**config.mk**
```make
export PLATFORM = sky130hd
export DESIGN_NAME = cba_multicycle_adder
export DESIGN_NICKNAME = d
export VERILOG_FILES = /design/src/rtl/cba_multicycle_adder_pkg.sv /design/src/rtl/cba_multicycle_adder_carry_bypass.sv /design/src/rtl/cba_multicycle_adder.sv
export SDC_FILE = /design/constraint.sdc
export NUM_CORES = 1
export LEC_CHECK = 0
export BUFFER_PORTS_ARGS = -buffer_cell sky130_fd_sc_hd__buf_2
export CORE_ASPECT_RATIO = 1.2
export CORE_UTILIZATION = 45
export CTS_BUF_LIST = sky130_fd_sc_hd__clkbuf_2
export DETAILED_ROUTE_END_ITERATION = 7
export PLACE_DENSITY_LB_ADDON = 0.25
export SYNTH_ARGS = -nofsm -noshare
export SYNTH_HDL_FRONTEND = slang
export SYNTH_SLANG_ARGS = --single-unit
export TNS_END_PERCENT = 100
```
**constraint.sdc**
```tcl
create_clock -name clk -period 5.7 [get_ports clk]
set_input_delay 1.425 -clock clk [delete_from_list [all_inputs] [get_ports clk]]
set_output_delay 1.425 -clock clk [all_outputs]
set_load 0.01 [all_outputs]
```
**src/rtl/cba_multicycle_adder_pkg.sv**
```systemverilog
`default_nettype none
// +--------------------------------------------------------------------------+
// | cba_pkg: shared types and constants for the multicycle carry-bypass adder |
// | Rev 1.0                                                                   |
// +--------------------------------------------------------------------------+
package cba_pkg;

  localparam int SLICE_W = 8;

  typedef enum logic [1:0] {
    IDLE = 2'd0,
    RUN  = 2'd1,
    DONE = 2'd2
  } state_t;

  // Slice index width; never narrower than one bit, even for a single slice.
  function automatic int idx_width(input int nslice);
    return (nslice > 1) ? $clog2(nslice) : 1;
  endfunction

endpackage
`default_nettype wire

```
**src/rtl/cba_multicycle_adder_carry_bypass.sv**
```systemverilog
`default_nettype none
// +--------------------------------------------------------------------------+
// | CarryBypassAdder: 8-bit adder built from two 4-bit carry-bypass groups    |
// | Rev 1.0                                                                   |
// +--------------------------------------------------------------------------+
module CarryBypassAdder
  import cba_pkg::*;
(
  input  logic [SLICE_W-1:0] a,
  input  logic [SLICE_W-1:0] b,
  input  logic               cin,
  output logic [SLICE_W-1:0] sum,
  output logic               cout
);

  localparam int GRP_W = 4;
  localparam int NGRP  = SLICE_W / GRP_W;

  logic w_c;
  logic w_grp_cin;
  logic w_grp_prop;
  logic w_p;

  // A group whose bits all propagate forwards its carry-in directly.
  always_comb begin
    sum        = '0;
    w_c        = cin;
    w_grp_cin  = 1'b0;
    w_grp_prop = 1'b0;
    w_p        = 1'b0;
    for (int g = 0; g < NGRP; g++) begin
      w_grp_cin  = w_c;
      w_grp_prop = 1'b1;
      for (int i = 0; i < GRP_W; i++) begin
        w_p                  = a[g*GRP_W+i] ^ b[g*GRP_W+i];
        sum[g*GRP_W+i]       = w_p ^ w_c;
        w_grp_prop           = w_grp_prop & w_p;
        w_c                  = (a[g*GRP_W+i] & b[g*GRP_W+i]) | (w_c & w_p);
      end
      if (w_grp_prop) begin
        w_c = w_grp_cin;
      end
    end
    cout = w_c;
  end

endmodule
`default_nettype wire

```
**src/rtl/cba_multicycle_adder.sv**
```systemverilog
`default_nettype none
// +--------------------------------------------------------------------------+
// | cba_multicycle_adder: WIDTH-bit adder reusing one 8-bit slice per cycle   |
// | Rev 1.0                                                                   |
// +--------------------------------------------------------------------------+
module cba_multicycle_adder
  import cba_pkg::*;
#(
  parameter int WIDTH = 32
) (
  input  logic             clk,
  input  logic             rst,
  input  logic             in_valid,
  output logic             in_ready,
  input  logic [WIDTH-1:0] a,
  input  logic [WIDTH-1:0] b,
  input  logic             cin,
  output logic             out_valid,
  input  logic             out_ready,
  output logic [WIDTH-1:0] sum,
  output logic             cout,
  output logic             ovf
);

  localparam int NSLICE = WIDTH / SLICE_W;
  localparam int IDX_W  = idx_width(NSLICE);
  localparam logic [IDX_W-1:0] LAST_IDX = IDX_W'(NSLICE - 1);

  state_t             r_state;
  logic [WIDTH-1:0]   r_a;
  logic [WIDTH-1:0]   r_b;
  logic [IDX_W-1:0]   r_idx;
  logic               r_carry;
  logic [SLICE_W-1:0] w_slice_a;
  logic [SLICE_W-1:0] w_slice_b;
  logic [SLICE_W-1:0] w_slice_sum;
  logic               w_slice_cout;

  assign w_slice_a = r_a[int'(r_idx)*SLICE_W +: SLICE_W];
  assign w_slice_b = r_b[int'(r_idx)*SLICE_W +: SLICE_W];

  CarryBypassAdder u_slice (
    .a    (w_slice_a),
    .b    (w_slice_b),
    .cin  (r_carry),
    .sum  (w_slice_sum),
    .cout (w_slice_cout)
  );

  always_ff @(posedge clk or posedge rst) begin
    if (rst) begin
      r_state   <= IDLE;
      in_ready  <= 1'b1;
      out_valid <= 1'b0;
      sum       <= '0;
      cout      <= 1'b0;
      ovf       <= 1'b0;
      r_idx     <= '0;
      r_carry   <= 1'b0;
      r_a       <= '0;
      r_b       <= '0;
    end else begin
      case (r_state)
        IDLE: begin
          if (in_valid) begin
            r_a      <= a;
            r_b      <= b;
            r_carry  <= cin;
            r_idx    <= '0;
            in_ready <= 1'b0;
            r_state  <= RUN;
          end
        end
        RUN: begin
          sum[int'(r_idx)*SLICE_W +: SLICE_W] <= w_slice_sum;
          r_carry <= w_slice_cout;
          if (r_idx == LAST_IDX) begin
            // Carry into the MSB is recovered as a ^ b ^ sum at that bit.
            cout      <= w_slice_cout;
            ovf       <= r_a[WIDTH-1] ^ r_b[WIDTH-1] ^ w_slice_sum[SLICE_W-1] ^ w_slice_cout;
            out_valid <= 1'b1;
            r_state   <= DONE;
          end else begin
            r_idx <= r_idx + 1'b1;
          end
        end
        DONE: begin
          if (out_ready) begin
            out_valid <= 1'b0;
            in_ready  <= 1'b1;
            r_state   <= IDLE;
          end
        end
        default: begin
          out_valid <= 1'b0;
          in_ready  <= 1'b1;
          r_state   <= IDLE;
        end
      endcase
    end
  end

endmodule
`default_nettype wire
```
==> parameters.txt <==
Parameter                              Value

Clock network
  TritonCTS clock tree ... built
  Clock edge transition at the registers on the reported setup and hold paths ... around 0.30 ns
  Clk_lat worst skew ... 0.61 ns
  Number of H-tree levels ... 3
  TritonCTS Sinks ... 105
  Number of gates given a new drive strength after cts ... 0
  Maximum count of clock buffers along a single path ... 2
  Hold-fix buffers, CTS ... 0
  Setup bufs post-CTS ... 0
  Root cell of the clock tree ... clkbuf_2
  TritonCTS Buffers ... 9

STA
  Worst Max-Slew Pin Slew ... approximately 0.85 ns
  Final-report hold violation count ... 0
  Setup Viol. Count Final ... 0
  Worst-case hold slack ... 0.5112 ns
  Worst slew margin ... 43.41%
  Number of pins exceeding their max-slew limit in the final report ... 0
  RSZ-0062 raised after global routing ... false
  Setup skew after layout ... between 0.04 and 0.05 ns
  Final worst path period need ... 5.155 ns
  Tcrit/Tclk final ... 90.44%
  Total Neg Setup Slack ... 0 ns
  Maximum clock frequency ... 194.0 MHz
  Smallest setup slack after layout ... 0.5447 ns

Run
  Number of violations of the max-capacitance limit ... 0

Worst setup path
  Ordered cell list for the critical path ... mux4_2 -> inv_1 -> fa_1 -> fa_1 -> fa_1 -> fa_1 -> mux2i_1 -> inv_1 -> fa_1 -> inv_1 -> fa_1 -> inv_1 -> fa_1 -> inv_1 -> fa_1 -> xor2_1 -> xnor2_1 -> xnor2_1 -> o21ai_0
  Endpoint class of the critical path ... flip-flop
  Worst Setup Path Type ... flip-flop to flip-flop
  Crit Path Max Fanout ... 10
  Most used cell, CP ... fa_1
  Arrival time at the worst endpoint ... 5.65 ns
  Critical-path cell with the highest stage delay ... dfrtp_1
  WP data required ... 6.19 ns
  Startpoint Class ... flip-flop
  Crit-path max cell delay ... 0.67 ns

Logic synthesis
  Gate Count Post-Synth ... 342
  Top-area cell type share of the netlist area ... 54.68%
  Number of enable flip-flop cells after synthesis ... 0
  Register bit count reported by yosys ... 105
  Share of synthesized flip-flops with an asynchronous set or reset ... between 90% and 100%
  Synth Net Count ... 433
  Sequential cell area fraction in the yosys report ... a little under three fifths
  Flip-flop cell with the highest count after synthesis ... dfrtp_1
  Post-synthesis instance area ... 0.004760 mm²
  Yosys top cell by area ... dfrtp_1
  Count of unique library cells instantiated by Yosys ... 35
  Number of warnings issued by yosys ... 0
  Average cell area after synthesis ... 13.92 µm²
  Biggest area contributors in the synthesized netlist ... dfrtp_1, mux2_2, mux4_2

Global routing
  GRT Overall Usage ... 19.19%
  Pin count of the biggest net entering global routing ... 68
  Number of antenna violations at the first check in global routing ... 0
  GRT overflow ... 0
  Global-route wire length before repair ... 15.68 mm
  Number of global-route vias before repair ... 3172

Min path
  Tightest Hold Check Type ... flip-flop to flip-flop

Finish
  Share of final-layout standard cells stronger than drive strength 1 ... 39.43%
  Post-layout net count ... 540
  Diodes inserted ... 0
  Fill cell total of the finished layout ... 906
  Area growth from synthesis to layout ... 15.75%
  Final cell count without fillers ... 580
  Most frequent cells in the layout ... dfrtp_1, buf_2, mux2_2

Floorplan
  Initial Utilization ... 46.85%
  Chip height ... around 110 µm
  Die area ... 0.01099 mm²
  Total core area ... 0.01016 mm²
  Placement Rows ... 40
  Die Wd ... 95.88 µm
  I/O Pins ... about 110

Route
  First-pass detailed-route iteration total ... 4
  Post-route DRC violation count ... 0
  Via count ... 3037
  Detail-routed net length per standard cell ... 16.30 µm
  Via-per-instance ratio ... between 5 and 6
  Number of nets with antenna violations after detailed routing ... 0
  Detailed Route Iter0 Violations ... 103
  Final wirelength ... 9.453 mm

Power and ir drop
  Maximum VDD drop ... ~270 µV
  Overall power after layout ... 0.003568 W
  PwrDens ... 647.7 mW/mm²
  Leak Pwr ... approximately 2.7 nW

Placement
  Total instance count after detailed placement ... 564
  DP Wirelength ... 7.114 mm
  Number of input and output port buffers inserted ... 104
  Final GP Congestion ... 0.7659
  Post-placement worst setup slack ... 0.5850 ns

Status
  Run status ... complete, no violations
[cell type report]
class	instances	area, µm²	share of cell area [%]
Multi-Input combinational cell	202	1977	35.88
Clock buffer	9	45.04	0.8176
Clock inverter	7	61.31	1.113
Sequential cell	105	2629	47.72
Timing Repair Buffer	108	550.5	9.993
Tap cell	126	157.7	2.862
Inverter	23	88.84	1.613
[cell families after synthesis]
group / Yosys count / share of synthesized area [%]
flip-flops: 105 / 55.23
multiplexers: 83 / 23.37
AND/OR/NAND/NOR: 52 / 5.048
AO/OA/AOI/OAI: 42 / 5.389
buffers and inverters: 35 / 3.365
adder cells (fa/ha/maj): 22 / 7.045
XOR/XNOR: 3 / 0.5522
[power breakdown]
part / switching [W] / internal [W] / leakage [nW]
Sequential: 0.000205 / 0.00108 / 1.30
Clock: 0.000242 / 0.0000956 / 0.0604
Combinational: 0.00103 / 0.000915 / 1.30
[synth_stat cells, types with 3 or more instances]
library cell and number:
inv_1 23, nand4_1 3, o21ai_0 20, mux2_1 28
buf_4 3, nand2_1 33, a22o_1 9, a21oi_1 3
mux4_2 16, ha_1 14, buf_2 8, nor2_1 6
mux2_2 37, fa_1 8, dfrtp_1 104, o21ai_1 6
[state kept, by name, indices dropped and copies added, names as in the netlist]
register   flops
cout           1
in_ready       1
out_valid      1
ovf            1
r_a           32
r_b           32
r_carry        1
r_idx          2
r_state        2
sum           32
[worst max-delay path, delay by kind of cell, from the launching register on]
family | cells | cell delay [ns]
AO/OA/AOI/OAI | 1 | 0.08
XOR/XNOR | 3 | 0.51
flip-flops | 1 | 0.67
multiplexers | 2 | 0.52
adder cells (fa/ha/maj) | 8 | 2.95
buffers and inverters | 5 | 0.33
[per-layer routing]
metal	up-vias	wire length (µm)	share of wire, %	GRT usage, %
li1	1410	-	-	-
met1	1529	4294	45	25.69
met2	88	4523	48	30.29
met3	10	510	5.4	3.984
met4	0	125	1.3	8.159
met5	-	0	0	0
[metrics by stage]
| step | instance area (µm²) | util (%) |
|---|---|---|
| after global placement | 5403 | 53.18 |
| after detailed placement | 5403 | 53.18 |
| after global routing | 5509 | 54.22 |
| after CTS | 5509 | 54.22 |
| final | 5509 | 54.22 |
| after floorplan | 4760 | - |
[worst paths after layout]
| check | start | endpoint | slack (ns) | cells after the start |
|---|---|---|---|---|
| worst max-delay path | r_idx[1] | ovf | 0.54 | 19 |
| worst min-delay path | sum[14] | sum[14] | 0.51 | 2 |
| worst max register to register | r_idx[1] | ovf | 0.54 | 19 |
| worst min register to register | sum[14] | sum[14] | 0.51 | 2 |
| max in group asynchronous | rst | r_b[14] | 3.70 | 3 |
| min in group asynchronous | rst | sum[12] | 0.85 | 2 |
(Power assumes the default switching activity.)
